## config.mk

```make
export PLATFORM = sky130hd
export DESIGN_NAME = button_debouncer
export DESIGN_NICKNAME = d
export VERILOG_FILES = /design/src/rtl/button_debouncer.sv
export SDC_FILE = /design/constraint.sdc
export NUM_CORES = 1
export LEC_CHECK = 0
export ABC_AREA = 0
export CAP_MARGIN = 15
export CORE_ASPECT_RATIO = 1.2
export CORE_MARGIN = 8
export CORE_UTILIZATION = 37
export CTS_BUF_LIST = sky130_fd_sc_hd__clkbuf_4
export CTS_CLUSTER_DIAMETER = 120
export DETAILED_ROUTE_END_ITERATION = 10
export PLACE_DENSITY = 0.69
export RECOVER_POWER = 50
export SETUP_SLACK_MARGIN = 0.15
export SLEW_MARGIN = 20
export SYNTH_ARGS = -nofsm -noshare
export SYNTH_HDL_FRONTEND = slang
export SYNTH_SLANG_ARGS = --single-unit
```

## constraint.sdc

```tcl
create_clock -name clk -period 2.01 [get_ports clk]
set_input_delay 0.201 -clock clk [delete_from_list [all_inputs] [get_ports clk]]
set_output_delay 0.201 -clock clk [all_outputs]
set_load 0.01 [all_outputs]
```

## src/rtl/button_debouncer.sv

```systemverilog
// Push-button debouncer: 2-FF synchroniser, then a tick-strobed FSM that accepts a
// level change only after STABLE_TICKS consecutive equal samples.
module button_debouncer #(
  parameter int STABLE_TICKS = 4,
  parameter int ACTIVE_LOW   = 1,
  parameter int COUNT_WIDTH  = 8
) (
  input  logic                   clk,
  input  logic                   rst,
  input  logic                   tick,
  input  logic                   btn_in,
  output logic                   btn_level,
  output logic                   pressed,
  output logic                   released,
  output logic [COUNT_WIDTH-1:0] press_count
);

  localparam int CW = (STABLE_TICKS < 1) ? 1 : $clog2(STABLE_TICKS + 1);
  localparam logic REL_LVL = (ACTIVE_LOW != 0);
  localparam logic [CW-1:0] LAST_CNT = CW'(STABLE_TICKS - 1);
  localparam logic [CW-1:0] ONE_CNT  = CW'(1);

  typedef enum logic [1:0] {
    IDLE         = 2'd0,
    PRESS_WAIT   = 2'd1,
    HELD         = 2'd2,
    RELEASE_WAIT = 2'd3
  } state_t;

  logic [1:0]             sync_q;
  logic                   s;
  state_t                 state_q;
  logic [CW-1:0]          cnt_q;
  logic                   level_q;
  logic                   pressed_q;
  logic                   released_q;
  logic [COUNT_WIDTH-1:0] count_q;

  // Synchroniser idles at the released pin level so reset never looks like a press.
  always_ff @(posedge clk or posedge rst) begin
    if (rst) begin
      sync_q <= {2{REL_LVL}};
    end else begin
      sync_q <= {sync_q[0], btn_in};
    end
  end

  assign s = sync_q[1] ^ REL_LVL;

  always_ff @(posedge clk or posedge rst) begin
    if (rst) begin
      state_q    <= IDLE;
      cnt_q      <= '0;
      level_q    <= 1'b0;
      pressed_q  <= 1'b0;
      released_q <= 1'b0;
      count_q    <= '0;
    end else begin
      pressed_q  <= 1'b0;
      released_q <= 1'b0;
      if (tick) begin
        case (state_q)
          IDLE: begin
            if (s) begin
              if (STABLE_TICKS == 1) begin
                state_q   <= HELD;
                cnt_q     <= '0;
                level_q   <= 1'b1;
                pressed_q <= 1'b1;
                count_q   <= count_q + 1'b1;
              end else begin
                state_q <= PRESS_WAIT;
                cnt_q   <= ONE_CNT;
              end
            end
          end
          PRESS_WAIT: begin
            if (s) begin
              if (cnt_q == LAST_CNT) begin
                state_q   <= HELD;
                cnt_q     <= '0;
                level_q   <= 1'b1;
                pressed_q <= 1'b1;
                count_q   <= count_q + 1'b1;
              end else begin
                cnt_q <= cnt_q + 1'b1;
              end
            end else begin
              state_q <= IDLE;
              cnt_q   <= '0;
            end
          end
          HELD: begin
            if (!s) begin
              if (STABLE_TICKS == 1) begin
                state_q    <= IDLE;
                cnt_q      <= '0;
                level_q    <= 1'b0;
                released_q <= 1'b1;
              end else begin
                state_q <= RELEASE_WAIT;
                cnt_q   <= ONE_CNT;
              end
            end
          end
          RELEASE_WAIT: begin
            if (!s) begin
              if (cnt_q == LAST_CNT) begin
                state_q    <= IDLE;
                cnt_q      <= '0;
                level_q    <= 1'b0;
                released_q <= 1'b1;
              end else begin
                cnt_q <= cnt_q + 1'b1;
              end
            end else begin
              state_q <= HELD;
              cnt_q   <= '0;
            end
          end
          default: begin
            state_q <= IDLE;
            cnt_q   <= '0;
          end
        endcase
      end
    end
  end

  assign btn_level   = level_q;
  assign pressed     = pressed_q;
  assign released    = released_q;
  assign press_count = count_q;

endmodule
```

Yosys cells after proc, flatten, opt, wreduce, memory -nomap -nowiden. Index checks and enable logic that the tools add are counted.

Bits in registers: 18. Input port bits: 4. Output and inout port bits: 11. Logic and storage cells: 53.

$add $sub $neg: 2. Eq/ne operators: 12. Muxes and demuxes: 25. Bitwise operators: 1. Reduce and logical (&&, ||, !) cells: 6.

Operators with widths (count): 2-to-1 mux 3 bit (5); 2-to-1 mux 2 bit (6); != test 2 bit, second input constant (6); one-hot mux 3 bit (4 select lines) (1); 2-to-1 mux 1 bit (11); adder 8 x 1 -> 8 bit, second input constant (1); one-hot mux 2 bit (4 select lines) (1); != test 3 bit, second input constant (2); AND reduction 6 bit (1); AND reduction 5 bit (1); equality test 2 bit, second input constant (2); AND reduction 4 bit (1); adder 3 x 1 -> 3 bit, second input constant (1); equality test 3 x 2 -> 1 bit, second input constant (1); AND reduction 3 bit (1); equality test 2 x 1 -> 1 bit, second input constant (1); logical NOT 2 bit (1); one-hot mux 1 bit (2 select lines) (1); nonzero test 2 bit (1); inverter 1 bit (1).

Logic depth before layout (Yosys ltp).
Depth after elaboration: 5. Mapped depth: 5. Gate-level depth less buffers: 4.

Least setup slack after synthesis. No wires, ideal clock.

Path type: reg2reg. From: register cnt_q[0]. To: register count_q[1], in the netlist press_count[1]. Library setup time: 0.125 ns. Arrival time: 1.289 ns. Required time: 1.885 ns. Path slack: 0.596 ns. Stages on the path, launching flop included: 6. Path buffers: 1. Clock period less this slack: 1.414 ns. Cells stage by stage: dfrtp_1 -> ha_1 -> and4b_4 -> and2_4 -> buf_6 -> mux2_4.

Cells in the longest elaborated chain, start to end: 2.

RTL lines: start, declared (line 33) `logic [CW-1:0] cnt_q;`; start signal, assigned (line 86) `cnt_q <= cnt_q + 1'b1;`; start signal, assigned (line 114) `cnt_q <= cnt_q + 1'b1;`; equality test 3 x 2 -> 1 bit (line 79) `if (cnt_q == LAST_CNT) begin`; AND reduction 4 bit (no source line); end signal, assigned (line 70) `count_q <= count_q + 1'b1;`; end signal, assigned (line 84) `count_q <= count_q + 1'b1;`; end, declared (line 37) `logic [COUNT_WIDTH-1:0] count_q;`.

Every way passes these cells. A chain may end at the register's enable or synchronous reset.

Worst setup path in the final report. Ends and elaborated chain as after synthesis.

==> impl_results.md <==
* Status: complete, no violations
* RSZ-0062 raised after global routing: false
* Arr. time, crit path at between 1.5 and 2 ns
* Maxcap violations at 0
* Nets at 87
* Wire length per cell at between 10 and 15 µm
* Setup ws final at about 0.35 ns
* Post-Syn Instances at 66
* Worst Setup Start Kind: flop
* Reg2reg start: cnt_q[0]$_DFFE_PP0P_
* Worst min path class: reg2reg
* Num CTS Buffers at 3
* Synth Register Bits at 18
* Netlist cell types at 30
* Seq/Total Area, Yosys at 55.2%
* FF-to-FF path depth at 4
* Width of the die at between 50 and 60 µm
* # Post-CTS Setup Buffers at 0
* First-pass GRT wire length at between 2000 and 2500 µm
* CP required at between 2 and 2.5 ns
* Final TNS setup at 0 ns
* Synth top area cells: dfrtp_1 49%, xnor2_1 7.5%, dfstp_2 6.4%
* Post-synth top flop: dfrtp_1
* Worst VDD drop at 0.487 mV
* Routed WL at roughly 1300 µm
* WHS at around 0.36 ns
* Period minus WS final at 1.66 ns
* Antenna fix cells at 0
* Initial antenna violation count at 0
* Synth async-reset ratio at 100%
* CTS tree: done
* Initial Utilization at 39.6%
* Slew Viols, Final at 0
* Die area at between 3000 and 4000 µm²
* Fmax at roughly 0.60 GHz
* Clock Skew at 0.0112 ns
* Worst-Skew Late Latency at just under 0.3 ns
* Switching power total at roughly 0.28 mW
* FILL cells at between 200 and 250
* CP endpoint: press_count[1]$_DFFE_PP0P_
* Synth top cells by count: 16 x dfrtp_1, 7 x xnor2_1, 5 x nand3_1
* Slew headroom at between 50% and 60%
* Die H at 67.6 µm
* Post-route ant nets at 0
* Finished Core Util at roughly 48%
* Number of port buffers at 14
* Post-DP HPWL at 999 µm
* R2r endpoint: press_count[1]$_DFFE_PP0P_
* Design Area, Final at 992 µm²
* Switching share of total power at a little under a third
* Root Driver: clkbuf_4
* Placed Area at ~970 µm²
* 1st-iter DRT viols at 10
* Rows at 18
* Vias in the first global route at roughly 540
* Critical Path Fanout Max at 11
* Top cell type's share of synthesized area at 48.8%
* Synthesis-to-finish area growth at 20.9%
* Syn_nets at 72
* Critical path endpoint category: flop
* Largest net degree at the start of global routing at 19
* Reg power frac at 53.6%
* Via count at ~530
* Core area at around 2100 µm²
* CTS H-tree depth at 1
* Longest Clk Path Bufs at 2
* Grt total ovfl at 0
* R2r setup slk at 0.35 ns
* Endpoints failing hold at 0
* Pre-CTS setup slack at ~0.29 ns
* Post-Syn Area at between 800 and 900 µm²
* Gate power share at about 26%
* Clock Power Share at between 20% and 30%
* Static leakage at roughly 0.44 nW
* IO Pins at 15
* Least-Margin Pin Slew at approximately 0.67 ns
* Yosys warns at 0
* Final setup violation count at 0
* Vias per inst at about 4.8
* Final period util at 82.7%
* # clock sinks at 18
* P per Cell Area at around 930 nW/µm²
* GRT Total Usage at under 10%
* Cell Int Power at around 0.65 mW
* Router iterations before antenna repair at 2
* Clk slew on worst S/H paths at 0.10 ns
* Yosys top cell by area: dfrtp_1
* Layout cells sized above 1 at roughly 18%
* Kind of critical path: reg2reg
* Most common cell in the netlist: dfrtp_1
* GPL Wtd Cong at ~0.7
* # DRC at 0
* Critical path origin: cnt_q[0]$_DFFE_PP0P_
* Hold-fix buffers, CTS at 0
* Post-cts gate resize count at 0
* Syn_area_per_cell at 12.4 µm²
* EDFF count, synth at 0
==> power by group through the flow <==
stage,Clock (mW),Sequential [mW],Combinational (mW)
6_report,0.192,0.497,0.238
5_1_grt,0.221,0.507,0.266
4_1_cts,0.202,0.497,0.246
3_5_place_dp,0,0.504,0.245
3_3_place_gp,0,0.502,0.240
2_1_floorplan,0,0.479,0.198
==> area by class of cell <==
cell class	count	area, µm²	area share [%]
timing repair buffer	14	140	14.1
tap	30	37.5	3.78
sequential	18	453	45.6
clock buffer	4	30.0	3.03
multi-input combinational	42	324	32.7
inverter	2	7.51	0.757
==> worst max-delay path, cell delays in order, from the launching register on <==
cell and delay [ns]:
dfrtp_1 0.40, ha_1 0.20, and4b_1 0.42, and2_4 0.25, mux2_4 0.30
==> state kept, by name, indices dropped and copies added, names as in the netlist, named ones only <==
name         cells
press_count      8
sync_q           2
cnt_q            3
released         1
btn_level        1
pressed          1
state_q          1
==> how the worst min path moves through the flow <==
stage / cells after the start / to / start
6_report: 0 / sync_q[1]$_DFF_PP1_ / sync_q[0]$_DFF_PP1_
4_1_cts: 1 / sync_q[0]$_DFF_PP1_ / btn_in
5_1_grt: 0 / sync_q[1]$_DFF_PP1_ / sync_q[0]$_DFF_PP1_
3_3_place_gp: 0 / sync_q[1]$_DFF_PP1_ / sync_q[0]$_DFF_PP1_
3_5_place_dp: 0 / sync_q[1]$_DFF_PP1_ / sync_q[0]$_DFF_PP1_
2_1_floorplan: 1 / async pin / rst
==> through the flow <==
stage / std cells / power [mW]
2_1_floorplan: 66 / 0.677
3_3_place_gp: 106 / 0.742
3_5_place_dp: 106 / 0.749
4_1_cts: 110 / 0.945
5_1_grt: 110 / 0.994
6_report: 110 / 0.927
==> layer usage <==
layer	global-route usage, %	up-vias	share of wire [%]
li1	-	259	-
met1	7.96	258	48
met2	12.0	9	47
met3	1.52	2	3.0
met4	6.29	0	2.1
met5	0	-	0
==> placed cells by master, fill, tap and decap left out, drive strengths merged <==
| cell type | netlist | layout |
|---|---|---|
| a211o | 1 | 1 |
| a21boi | 1 | 1 |
| a21o | 1 | 1 |
| a21oi | 4 | 4 |
| and2 | 1 | 1 |
| and3 | 3 | 3 |
| and4 | 1 | 1 |
| and4b | 1 | 1 |
| and4bb | 1 | 1 |
| clkbuf | 0 | 4 |
| clkdlybuf4s50 | 0 | 12 |
| dfrtp | 16 | 16 |
| dfstp | 2 | 2 |
| dlygate4sd3 | 0 | 2 |
| ha | 2 | 2 |
| inv | 2 | 2 |
| mux2 | 3 | 3 |
| nand3 | 5 | 5 |
| nand4 | 2 | 2 |
| nor2 | 2 | 2 |
| nor2b | 1 | 1 |
| nor3 | 1 | 1 |
| nor3b | 1 | 1 |
| o21a | 1 | 1 |
| o21ai | 1 | 1 |
| xnor2 | 7 | 7 |
| xor2 | 2 | 2 |
==> logic make-up after synthesis <==
group | count (synthesis) | synth area share (%)
adder cells (fa/ha/maj) | 2 | 3.05
AO/OA/AOI/OAI | 9 | 6.86
multiplexers | 3 | 4.57
flip-flops | 18 | 55.2
AND/OR/NAND/NOR | 19 | 15.9
XOR/XNOR | 9 | 9.60
buffers and inverters | 6 | 4.88
No activity file was read; power rests on OpenSTA's default activity.
